==> config.mk <==
export PLATFORM = sky130hd
export DESIGN_NAME = cpu_reset_sequencer_flat
export DESIGN_NICKNAME = d
export VERILOG_FILES = /design/src/rtl/cpu_reset_sequencer_if.sv /design/src/rtl/cpu_reset_sequencer.sv /design/src/flat_wrapper.sv
export SDC_FILE = /design/constraint.sdc
export NUM_CORES = 1
export LEC_CHECK = 0
export CORE_ASPECT_RATIO = 1.5
export CORE_MARGIN = 3
export CORE_UTILIZATION = 53
export DETAILED_ROUTE_END_ITERATION = 10
export GPL_TIMING_DRIVEN = 0
export PLACE_DENSITY = 0.75
export SYNTH_ARGS = -nofsm -noshare
export SYNTH_HDL_FRONTEND = slang
export SYNTH_SLANG_ARGS = --single-unit
==> constraint.sdc <==
create_clock -name clk -period 2.1 [get_ports clk]
set_clock_uncertainty 0.15 [all_clocks]
set_input_delay 0.42 -clock clk [delete_from_list [all_inputs] [get_ports clk]]
set_output_delay 0.42 -clock clk [all_outputs]
set_load 0.01 [all_outputs]
==> src/rtl/cpu_reset_sequencer_if.sv <==
// cpu_reset_sequencer_if
//   Groups the reset sequencer's sideband signals so the core-side wrapper and
//   the sequencer share one bundle.
//   Inputs to the sequencer : pll_locked, swi_resetreq (both async to clk),
//                             cpu_resettaken, clear_timeout (clk domain)
//   Outputs of the sequencer: core_reset_n, cpu_resetrequest, busy, timeout_flag
//   modport slave  : the sequencer itself
//   modport master : whatever drives the inputs / observes the outputs
interface cpu_reset_sequencer_if;
  logic pll_locked;
  logic swi_resetreq;
  logic cpu_resettaken;
  logic clear_timeout;
  logic core_reset_n;
  logic cpu_resetrequest;
  logic busy;
  logic timeout_flag;

  modport slave (
    input  pll_locked, swi_resetreq, cpu_resettaken, clear_timeout,
    output core_reset_n, cpu_resetrequest, busy, timeout_flag
  );

  modport master (
    output pll_locked, swi_resetreq, cpu_resettaken, clear_timeout,
    input  core_reset_n, cpu_resetrequest, busy, timeout_flag
  );
endinterface

==> src/rtl/cpu_reset_sequencer.sv <==
// cpu_reset_sequencer
//   Sits in front of the Qsys core's reset inputs. Holds the core in reset
//   until the PLL has been locked for LOCK_HOLD cycles, turns a software reset
//   request level into a handshaked, minimum-width Nios II reset request, and
//   escalates to a hard core reset if the CPU never reports resettaken.
// Ports
//   clk    : core clock
//   reset  : asynchronous active-high reset
//   bus    : cpu_reset_sequencer_if.slave
//            in  pll_locked, swi_resetreq (async), cpu_resettaken, clear_timeout
//            out core_reset_n, cpu_resetrequest, busy, timeout_flag (all registered)
module cpu_reset_sequencer #(
  parameter int SYNC_STAGES   = 2,
  parameter int LOCK_HOLD     = 64,
  parameter int REQ_HOLD      = 16,
  parameter int TAKEN_TIMEOUT = 4096,
  parameter int CNT_W         = 16
) (
  input  logic                    clk,
  input  logic                    reset,
  cpu_reset_sequencer_if.slave    bus
);

  localparam logic [CNT_W-1:0] LOCK_RLD  = CNT_W'(LOCK_HOLD - 1);
  localparam logic [CNT_W-1:0] HOLD_RLD  = CNT_W'(REQ_HOLD - 1);
  localparam logic [CNT_W-1:0] TAKEN_RLD = CNT_W'(TAKEN_TIMEOUT - 1);

  typedef enum logic [2:0] {
    BOOT, IDLE, REQ, HOLD, ESCALATE, RELEASE
  } state_t;

  // synchronizers for the two asynchronous inputs
  logic [SYNC_STAGES-1:0] lock_sync_q;
  logic [SYNC_STAGES-1:0] req_sync_q;
  logic                   req_s_dly_q;
  logic                   lock_s;
  logic                   req_s;
  logic                   req_rise;

  assign lock_s   = lock_sync_q[SYNC_STAGES-1];
  assign req_s    = req_sync_q[SYNC_STAGES-1];
  assign req_rise = req_s & ~req_s_dly_q;

  always_ff @(posedge clk or posedge reset) begin
    if (reset) begin
      lock_sync_q <= '0;
      req_sync_q  <= '0;
      req_s_dly_q <= 1'b0;
    end else begin
      lock_sync_q <= {lock_sync_q[SYNC_STAGES-2:0], bus.pll_locked};
      req_sync_q  <= {req_sync_q[SYNC_STAGES-2:0], bus.swi_resetreq};
      req_s_dly_q <= req_s;
    end
  end

  state_t           state_q;
  logic [CNT_W-1:0] cnt_q;
  logic [CNT_W-1:0] cnt_dec_d;
  logic             core_rst_n_q;
  logic             req_q;
  logic             busy_q;
  logic             tflag_q;

  // saturating decrement: the shared counter never wraps
  assign cnt_dec_d = (cnt_q != '0) ? cnt_q - CNT_W'(1) : cnt_q;

  always_ff @(posedge clk or posedge reset) begin
    if (reset) begin
      state_q      <= BOOT;
      cnt_q        <= LOCK_RLD;
      core_rst_n_q <= 1'b0;
      req_q        <= 1'b0;
      busy_q       <= 1'b1;
      tflag_q      <= 1'b0;
    end else begin
      // clear first so a same-cycle escalation set below overrides it
      if (bus.clear_timeout) tflag_q <= 1'b0;

      if (!lock_s && state_q != BOOT) begin
        // lock loss beats every other transition
        state_q      <= BOOT;
        cnt_q        <= LOCK_RLD;
        core_rst_n_q <= 1'b0;
        req_q        <= 1'b0;
        busy_q       <= 1'b1;
      end else begin
        case (state_q)
          BOOT: begin
            if (!lock_s) begin
              cnt_q <= LOCK_RLD;
            end else if (cnt_q == '0) begin
              state_q      <= IDLE;
              core_rst_n_q <= 1'b1;
              busy_q       <= 1'b0;
            end else begin
              cnt_q <= cnt_dec_d;
            end
          end
          IDLE: begin
            if (req_rise) begin
              state_q <= REQ;
              req_q   <= 1'b1;
              busy_q  <= 1'b1;
              cnt_q   <= TAKEN_RLD;
            end
          end
          REQ: begin
            if (bus.cpu_resettaken) begin
              state_q <= HOLD;
              cnt_q   <= HOLD_RLD;
            end else if (cnt_q == '0) begin
              state_q      <= ESCALATE;
              req_q        <= 1'b0;
              core_rst_n_q <= 1'b0;
              cnt_q        <= LOCK_RLD;
              tflag_q      <= 1'b1;
            end else begin
              cnt_q <= cnt_dec_d;
            end
          end
          HOLD: begin
            if (cnt_q == '0) begin
              state_q <= RELEASE;
              req_q   <= 1'b0;
            end else begin
              cnt_q <= cnt_dec_d;
            end
          end
          ESCALATE: begin
            if (cnt_q == '0) begin
              state_q      <= RELEASE;
              core_rst_n_q <= 1'b1;
            end else begin
              cnt_q <= cnt_dec_d;
            end
          end
          RELEASE: begin
            // a request still held high must be seen low before re-arming
            if (!req_s) begin
              state_q <= IDLE;
              busy_q  <= 1'b0;
            end
          end
          default: begin
            state_q      <= BOOT;
            cnt_q        <= LOCK_RLD;
            core_rst_n_q <= 1'b0;
            req_q        <= 1'b0;
            busy_q       <= 1'b1;
          end
        endcase
      end
    end
  end

  assign bus.core_reset_n     = core_rst_n_q;
  assign bus.cpu_resetrequest = req_q;
  assign bus.busy             = busy_q;
  assign bus.timeout_flag     = tflag_q;

endmodule
==> src/flat_wrapper.sv <==
// flat-port wrapper written by rule: the top's interface ports become plain ports
module cpu_reset_sequencer_flat 
#(
  parameter int SYNC_STAGES   = 2,
  parameter int LOCK_HOLD     = 64,
  parameter int REQ_HOLD      = 16,
  parameter int TAKEN_TIMEOUT = 4096,
  parameter int CNT_W         = 16
)
  (clk, reset, bus_pll_locked, bus_swi_resetreq, bus_cpu_resettaken, bus_clear_timeout, bus_core_reset_n, bus_cpu_resetrequest, bus_busy, bus_timeout_flag);
  cpu_reset_sequencer_if bus_i ();
  input  logic clk;
  input  logic reset;
  input wire logic [$bits(bus_i.pll_locked)-1:0] bus_pll_locked;
  input wire logic [$bits(bus_i.swi_resetreq)-1:0] bus_swi_resetreq;
  input wire logic [$bits(bus_i.cpu_resettaken)-1:0] bus_cpu_resettaken;
  input wire logic [$bits(bus_i.clear_timeout)-1:0] bus_clear_timeout;
  output wire logic [$bits(bus_i.core_reset_n)-1:0] bus_core_reset_n;
  output wire logic [$bits(bus_i.cpu_resetrequest)-1:0] bus_cpu_resetrequest;
  output wire logic [$bits(bus_i.busy)-1:0] bus_busy;
  output wire logic [$bits(bus_i.timeout_flag)-1:0] bus_timeout_flag;
  assign bus_i.pll_locked = bus_pll_locked;
  assign bus_i.swi_resetreq = bus_swi_resetreq;
  assign bus_i.cpu_resettaken = bus_cpu_resettaken;
  assign bus_i.clear_timeout = bus_clear_timeout;
  assign bus_core_reset_n = bus_i.core_reset_n;
  assign bus_cpu_resetrequest = bus_i.cpu_resetrequest;
  assign bus_busy = bus_i.busy;
  assign bus_timeout_flag = bus_i.timeout_flag;
  cpu_reset_sequencer #(.SYNC_STAGES(SYNC_STAGES), .LOCK_HOLD(LOCK_HOLD), .REQ_HOLD(REQ_HOLD), .TAKEN_TIMEOUT(TAKEN_TIMEOUT), .CNT_W(CNT_W)) u_core (.clk(clk), .reset(reset), .bus(bus_i));
endmodule
# --- After elaboration in Yosys (flattened, before gate mapping) ---
# Cells that the tools add are included.
# W data, S select, Z words.
op_classes:
  n_mux: 37
  reduce_logical: 15
  addsub: 1
  eq_ne: 17
  bitwise: 2
ops:
  columns: ["cell", "count"]
  rows:
  - ["$mux W16", 7]
  - ["$pmux W16 S5", 1]
  - ["$mux W3", 8]
  - ["$mux W1", 17]
  - ["$logic_not A16 Y1", 1]
  - ["$reduce_bool A16 Y1", 1]
  - ["$sub A16 B1 Y16 const B", 1]
  - ["$ne A3 B1 Y1 const B", 5]
  - ["$pmux W3 S5", 1]
  - ["$pmux W1 S4", 3]
  - ["$reduce_or A3 Y1", 3]
  - ["$ne A2 B1 Y1 const B", 4]
  - ["$eq A3 B2 Y1 const B", 2]
  - ["$eq A3 B3 Y1 const B", 2]
  - ["$reduce_and A6 Y1", 1]
  - ["$reduce_and A5 Y1", 1]
  - ["$ne A4 B2 Y1 const B", 1]
  - ["$reduce_and A4 Y1", 1]
  - ["$eq A3 B1 Y1 const B", 1]
  - ["$logic_not A3 Y1", 1]
  - ["$ne A3 B2 Y1 const B", 1]
  - ["$ne A3 B3 Y1 const B", 1]
  - ["$reduce_and A3 Y1", 1]
  - ["$reduce_bool A3 Y1", 1]
  - ["other kinds (6)", 6]
word_totals:
  ff_bits: 28
  word_cells: 81
  input_bits: 6

# --- Depth between registers and ports, before layout ---
# Gate-level depths: netlist of run 1.
depth:
  depth_word: 6
  depth_mapped: 11
  depth_no_buf: 10

# --- Worst setup path after synthesis of run 1 ---
# OpenSTA, ideal clock, no wires.
synth_timing:
  path_kind: "register -> register"
  from: "register u_core.cnt_q[10]"
  to: "register u_core.cnt_q[0]"
  arrival_ns: 1.961
  path_buffers: 2
  path_stages_with_launch: 9
  setup_time_ns: 0.094
  path_slack_ns: -0.105
  t_required_ns: 1.856
  path_cell_list: "dfrtp_1 buf_6 nor4_2 and4_1 buf_6 clkinv_1 ha_1 o32ai_1 a22oi_1"
synth_via:
  elab_chain_cells: 6
  word_cells_on_any_way: 9
synth_lines:
  columns: ["item", "line", "text"]
  rows:
  - ["start: declaration", "cpu_reset_sequencer.sv:57", "logic [CNT_W-1:0] cnt_q;"]
  - ["start signal: assignment", "cpu_reset_sequencer.sv:96", "cnt_q <= cnt_dec_d;"]
  - ["start signal: assignment", "cpu_reset_sequencer.sv:118", "cnt_q <= cnt_dec_d;"]
  - ["start signal: assignment", "cpu_reset_sequencer.sv:126", "cnt_q <= cnt_dec_d;"]
  - ["$reduce_bool A16 Y1", "cpu_reset_sequencer.sv:65", "assign cnt_dec_d = (cnt_q != '0) ? cnt_q - CNT_W'(1) : cnt_q;"]
  - ["$mux W16", "cpu_reset_sequencer.sv:65", null]
  - ["$mux W16 (on tied branches)", null, null]
  - ["$mux W16 (on tied branches)", "cpu_reset_sequencer.sv:108, cpu_reset_sequencer.sv:89", null]
  - ["$pmux W16 S5 *", "cpu_reset_sequencer.sv:87", "case (state_q)"]
  - ["$mux W16 *", "cpu_reset_sequencer.sv:79", "if (!lock_s && state_q != BOOT) begin"]
# Every way passes the cells marked *; elsewhere a longest branch is shown, timed or not.
# A chain may end at the register's enable or synchronous reset.

# --- Worst setup path after layout of run 1 ---
layout_timing:
  from: "register u_core.cnt_q[0]"
  to: "register u_core.cnt_q[3]"
layout_via:
  elab_chain_cells: 6
  word_cells_on_any_way: 10
layout_lines:
  columns: ["item", "line"]
  rows:
  - ["$sub A16 B1 Y16 / $reduce_bool A16 Y1 (equally long branches)", "cpu_reset_sequencer.sv:65"]
  - ["$mux W16", "cpu_reset_sequencer.sv:65"]
  - ["$mux W16 (on tied branches)", null]
  - ["$mux W16 (on tied branches)", "cpu_reset_sequencer.sv:108, cpu_reset_sequencer.sv:89"]
  - ["$pmux W16 S5 *", "cpu_reset_sequencer.sv:87"]
  - ["$mux W16 *", "cpu_reset_sequencer.sv:79"]
# Marks and branches as above.

==> flow_summary.yaml, run 1 <==
status:
  status: "finished with violations"
  violations: "negative setup slack"
finish:
  area_delta_synth_final_pct: 31.2
  drive_above_1_share_pct: 29.5
  layout.nets: 247
  fin_cells: 277
  fill_cells: 230
  antenna_cells: 0
  postLayoutCoreUtil_pct: 73.7
  design_area_um2: 2370
timing:
  fin_crit_ps: 2230
  final_max_slew_viol_count: 0
  fin_tns_setup_ps: -966
  fin_crit_sh_pct: 106
  worst_slack_ps: -126
  tightest_slew_ps: 1110
  clock.fmax_ghz: 0.449
  finalSetupViolations: 16
  hold_violations: 0
  slew_headroom_pct: 26.0
  rsz0062_at_grt: "yes"
  hold_ws_ps: 209
setup_path:
  crit_path_top_delay_cell: "dfstp_2"
  crit_chain: "inv_2, ha_4, nor3b_4, and4_1, buf_6, buf_4, o22ai_4, nor2_2, a211o_2"
  crit_type: "flip-flop to flip-flop"
  startpoint_type: "flip-flop"
  cp.arrival_ps: 2290
  cp.required_ps: 2160
  worst-path-max-fanout: 7
  ff2ff_setup_slack_ps: -130
  cpPeakStageDelay_ps: 570
  cp-end-kind: "flip-flop"
global_routing:
  groute.usage.overall_pct: 26.7
  gr-total-overflow: 0
  grt_start_max_net_pins: 29
  grt_pass1_wl_um: 8520
  grt_pass1_vias: 1887
  antenna_found_initial: 0
flow_run:
  maxCapViolCount: 0
clocking:
  path_clk_slew_ps: 100
  cts_tree: "yes"
  clockBufferDepth: 2
  root_buffer: "clkbuf_8"
  cts_buffers: 3
  cts_hold_buf: 0
  clock_latency_ps: 280
  cts_sinks: 28
  cts_htree_levels: 1
placed_design:
  dp_cells: 257
  place_ws_ps: -345
  placed_cell_area_um2: 1960
  dp_hpwl_um: 3270
  gp_congestion: 0.951
  portBuffers: 8
route:
  wire_per_inst_um: 19.7
  vias: 1890
  drc: 0
  postRouteAntennaNets: 0
  dr.pass1.iters: 4
  drt_wl_total_um: 5460
  via_per_inst: 6.82
  drt_iter0_drc: 139
floorplanning:
  start_util_pct: 56.2
  die_height_um: 77.6
  rows: 25
  die_w_um: 53.7
  core_um2: 3220
  die_area_um2: 4170
  io_pins: 10
logic_synthesis:
  seq_area_frac_synth_pct: 39.2
  syn_nets: 218
  syn-cell-area_um2: 1810
  synth_top_cells_by_area: "dfrtp_1 29%, dfstp_2 10%, nand2_1 3.9%"
  yosysUniqueCellTypes: 54
  synth_cells: 209
  synth_top_cell_by_area: "dfrtp_1"
  synth_area_per_cell_um2: 8.66
  synth_top_area_share_pct: 29.0
  ys_warn_count: 0
  yosysMostFrequentCell: "dfrtp_1"
  synth_top_flop_cell: "dfrtp_1"
  postSynthRegisterBits: 28
  synthTopCellsByCount: "21 x dfrtp_1, 19 x nand2_1, 14 x nor2_1, 14 x o21ai_0, 13 x a21oi_1"
  synthArstFlopShare_pct: 100
  synth_edf_count: 0
pwr:
  power_mw: 2.49
  power_density_nw_per_um2: 1050
  ir_drop_mv: 0.815
  power_leakage_nw: 0.941
hold_path:
  worst_hold_path_type: "flip-flop to flip-flop"
[power breakdown]
group | internal, mW | total (mW) | switching (mW) | leakage, nW
clock | 0.256 | 0.438 | 0.183 | 0.0357
sequential | 0.669 | 0.815 | 0.146 | 0.346
combinational | 0.542 | 1.24 | 0.699 | 0.559
total | 1.47 | 2.49 | 1.03 | 0.941
[timing repair]
action	in CTS	in global routing
resized for setup	19	27
pin swaps	12	12
endpoints found under the setup margin	20	18
buffers inserted	12	5
cloned	1	0
[metal layers]
metal | vias up | track usage [%] | part of all wire [%]
li1 | 840 | - | -
met1 | 932 | 29.7 | 35
met2 | 98 | 46.5 | 55
met3 | 20 | 2.30 | 5.2
met4 | 0 | 15.6 | 3.9
met5 | - | 0 | 0
[registers in the layout (all words and copies together), names as in the netlist]
name / flops
u_core.req_sync_q: 2
u_core.req_s_dly_q: 1
u_core.state_q: 3
u_core.bus.core_reset_n: 1
u_core.bus.cpu_resetrequest: 1
u_core.bus.busy: 1
u_core.cnt_q: 16
u_core.bus.timeout_flag: 1
u_core.lock_sync_q: 2
[cell families (layout without fill, tap and decap cells)]
family / Yosys count / count (layout) / share of synthesized area (%)
mux: 2 / 2 / 1.11
simple gates: 80 / 80 / 24.7
compound gates: 73 / 73 / 27.0
buf+inv: 23 / 51 / 6.01
fa+ha+maj: 3 / 3 / 2.07
flops: 28 / 28 / 39.2
[worst max-delay path, delay by kind of cell (launching register included)]
| family | cells | cell delay (ps) |
|---|---|---|
| AOI/OAI and AO/OA | 2 | 500 |
| adders and majority gates | 1 | 160 |
| buffers and inverters | 3 | 350 |
| DFF | 1 | 570 |
| and+or+nand+nor | 3 | 440 |
[cell usage in the layout, fill, tap and decap left out, types with 5 or more instances in the layout]
| cell | n |
|---|---|
| nand2b_1 | 6 |
| dfstp_2 | 7 |
| o21ai_0 | 12 |
| nand2_1 | 18 |
| clkdlybuf4s50_1 | 8 |
| buf_6 | 5 |
| inv_1 | 6 |
| a21oi_1 | 12 |
| buf_4 | 16 |
| dfrtp_1 | 18 |
| nor2_1 | 13 |
| clkbuf_1 | 8 |
[path summary, 6_finish.rpt]
kind,from,endpoint,cells past startpoint
setup / recovery,u_core.cnt_q[0]$_DFFE_PP1P_,u_core.cnt_q[3]$_DFFE_PP1P_,9
hold / removal,u_core.lock_sync_q[0]$_DFF_PP0_,u_core.lock_sync_q[1]$_DFF_PP0_,0
setup reg to reg,u_core.cnt_q[0]$_DFFE_PP1P_,u_core.cnt_q[3]$_DFFE_PP1P_,9
hold reg to reg,u_core.lock_sync_q[0]$_DFF_PP0_,u_core.lock_sync_q[1]$_DFF_PP0_,0
max in group asynchronous,reset,u_core.cnt_q[11]$_DFFE_PP0P_,2
min in group asynchronous,reset,u_core.cnt_q[10]$_DFFE_PP0P_,2
[cell type report]
| class | count | area, µm² | share of cell area (%) |
|---|---|---|---|
| Timing Repair Buffer | 26 | 223 | 9.38 |
| Buffer | 12 | 68.8 | 2.90 |
| Clock buffer | 3 | 41.3 | 1.74 |
| Clock inverter | 1 | 30.0 | 1.26 |
| Inverter | 9 | 46.3 | 1.95 |
| Multi-Input combinational cell | 158 | 1200 | 50.6 |
| Sequential cell | 28 | 713 | 30.0 |
| Tap cell | 40 | 50.0 | 2.11 |
Power figures use the tool's default switching activity.
==> run 2, diff against run 1 <==
--- a/config.mk
+++ b/config.mk
@@ -7,8 +7,9 @@
 export LEC_CHECK = 0
 export CORE_ASPECT_RATIO = 1.5
 export CORE_MARGIN = 3
-export CORE_UTILIZATION = 53
+export CORE_UTILIZATION = 57
 export DETAILED_ROUTE_END_ITERATION = 10
+export DONT_BUFFER_PORTS = 1
 export GPL_TIMING_DRIVEN = 0
 export PLACE_DENSITY = 0.75
 export SYNTH_ARGS = -nofsm -noshare
==> run 2 against run 1 <==
- the flow still finishes with violations (negative setup slack)
- sequential share of layout area increased by 2.2 points
- sequential cell count unchanged
- die area decreased by 6.4%
- cell area decreased by 7.1%
- first-iteration DRC count decreased by 35%
- count of clock-buffer cells in the layout increased by 1
- critical path depth unchanged
- critical path type unchanged
- critical endpoint is now u_core.cnt_q[0]$_DFFE_PP1P_
==> flow_summary.yaml, run 2 (same netlist as run 1, synthesis figures left out) <==
status:
  status: "finished with violations"
  violations: "negative setup slack"
placed_design:
  place_ws_ps: -307
  gp_congestion: 0.923
  dp_hpwl_um: 3300
  dp_cells: 248
  portBuffers: 0
setup_path:
  rr_worst_depth: 9
  crit_buf_inv: 2
  cpLargestDelayFamily: "simple AND/OR/NAND/NOR gates"
  cp.required_ps: 2140
  r2r_start: "u_core.cnt_q[11]$_DFFE_PP0P_"
  cp.arrival_ps: 2210
  crit_chain: "nor4_4, and4_1, buf_6, clkinv_8, ha_4, nor3b_2, a21oi_1, o32ai_1, a22oi_1"
  ff2ff_setup_slack_ps: -60
  cpPeakStageDelay_ps: 470
  startpoint_type: "flip-flop"
  crit_type: "flip-flop to flip-flop"
  r2r-end: "u_core.cnt_q[0]$_DFFE_PP1P_"
  crit_path_top_delay_cell: "dfrtp_2"
  worst-path-max-fanout: 5
  cp-end-kind: "flip-flop"
clocking:
  root_buffer: "clkbuf_8"
  cts_sinks: 28
  cts_htree_levels: 1
  clock_latency_ps: 280
  clockBufferDepth: 2
  path_clk_slew_ps: 100
  cts_buffers: 3
  cts_tree: "yes"
hold_path:
  hold_depth: 0
  min-delay-start: "bus_swi_resetreq"
  hold_end: "u_core.req_sync_q[0]$_DFF_PP0_"
  worst_hold_path_type: "input port to flip-flop"
global_routing:
  grt_pass1_wl_um: 7940
  antenna_found_initial: 0
  groute.usage.overall_pct: 27.0
  grt_pass1_vias: 1757
  gr-total-overflow: 0
  grt_start_max_net_pins: 29
timing:
  hold_violations: 0
  worst_slack_ps: -61.2
  rsz0062_at_grt: "yes"
  clock.fmax_ghz: 0.463
  tightest_slew_ps: 1050
  fin_tns_setup_ps: -102
  fin_crit_sh_pct: 103
  slew_headroom_pct: 30.0
  fin_crit_ps: 2160
  hold_ws_ps: 15.1
  final_max_slew_viol_count: 0
  finalSetupViolations: 2
floorplanning:
  core_um2: 2970
  rows: 24
  die_height_um: 75.0
  io_pins: 10
  die_w_um: 52.0
  start_util_pct: 60.9
  die_area_um2: 3900
route:
  postRouteAntennaNets: 0
  drc: 0
  vias: 1801
  via_per_inst: 6.80
  drt_wl_total_um: 4920
  drt_iter0_drc: 90
  dr.pass1.iters: 4
  wire_per_inst_um: 18.6
finish:
  fill_cells: 195
  fin_cells: 265
  drive_above_1_share_pct: 27.9
  largest_register_ffs: 16
  layout.nets: 236
  multiInputGateArea_um2: 1170
  seqCellArea_um2: 711
  top_register: "u_core.cnt_q"
  antenna_cells: 0
  final_common_cell: "dfrtp_1"
  area_delta_synth_final_pct: 21.8
  largestRegisters: "u_core.cnt_q x16, u_core.state_q x3"
  mostFrequentLayoutCells: "20 x dfrtp_1, 18 x nand2_1, 13 x nor2_1"
pwr:
  ir_drop_mv: 0.604
  power_density_nw_per_um2: 1020
  power_leakage_nw: 0.888
  power_mw: 2.25
flow_run:
  maxCapViolCount: 0
==> run 2: report_power, final <==
part | switching, mW | internal [mW] | total, mW
clock network | 0.168 | 0.136 | 0.305
logic | 0.641 | 0.493 | 1.13
registers | 0.146 | 0.668 | 0.814
total | 0.955 | 1.30 | 2.25
==> run 2: through the flow <==
step | instance area, µm² | utilization, %
finish | 2210 | 74.2
global route | 2210 | 74.2
CTS | 2080 | 70.1
detailed placement | 1880 | 63.3
global placement | 1880 | 63.3
floorplan | 1830 | -
==> run 2: cell type report <==
type / count / area share, %
plain buffers: 13 / 3.35
clock buffers: 4 / 2.04
inverters: 9 / 2.10
multi-input cells: 158 / 52.9
flip-flops and latches: 28 / 32.2
well taps: 39 / 2.21
repair buffers: 14 / 5.22
==> run 2: timing repair <==
item                                   4_1_cts  5_1_grt
buffers inserted                             7        5
gates resized for setup                     20       23
hold buffers                                 0        1
pin swaps                                    8        7
endpoints found under the hold margin        0        1
setup endpoints to repair                   18       21
gates cloned                                 1        0
==> run 2: worst max-delay path by stage <==
stage	slack, ps	cells after the start	from	end
after floorplan	-0.8	9	u_core.cnt_q[0]$_DFFE_PP1P_	u_core.cnt_q[7]$_DFFE_PP0P_
after global placement	-240	11	u_core.cnt_q[0]$_DFFE_PP1P_	u_core.cnt_q[0]$_DFFE_PP1P_
after detailed placement	-310	11	u_core.cnt_q[0]$_DFFE_PP1P_	u_core.cnt_q[0]$_DFFE_PP1P_
after CTS	-70	9	u_core.cnt_q[0]$_DFFE_PP1P_	u_core.cnt_q[15]$_DFFE_PP0P_
after global routing	-150	9	u_core.cnt_q[7]$_DFFE_PP0P_	u_core.cnt_q[0]$_DFFE_PP1P_
final	-60	9	u_core.cnt_q[11]$_DFFE_PP0P_	u_core.cnt_q[0]$_DFFE_PP1P_
==> run 2: per-layer routing <==
layer | vias up | track usage, % | routed length (µm)
met5 | - | 0 | 0
li1 | 826 | - | -
met1 | 857 | 27.9 | 1810
met4 | 0 | 19.5 | 263
met2 | 85 | 49.0 | 2620
met3 | 33 | 3.56 | 215
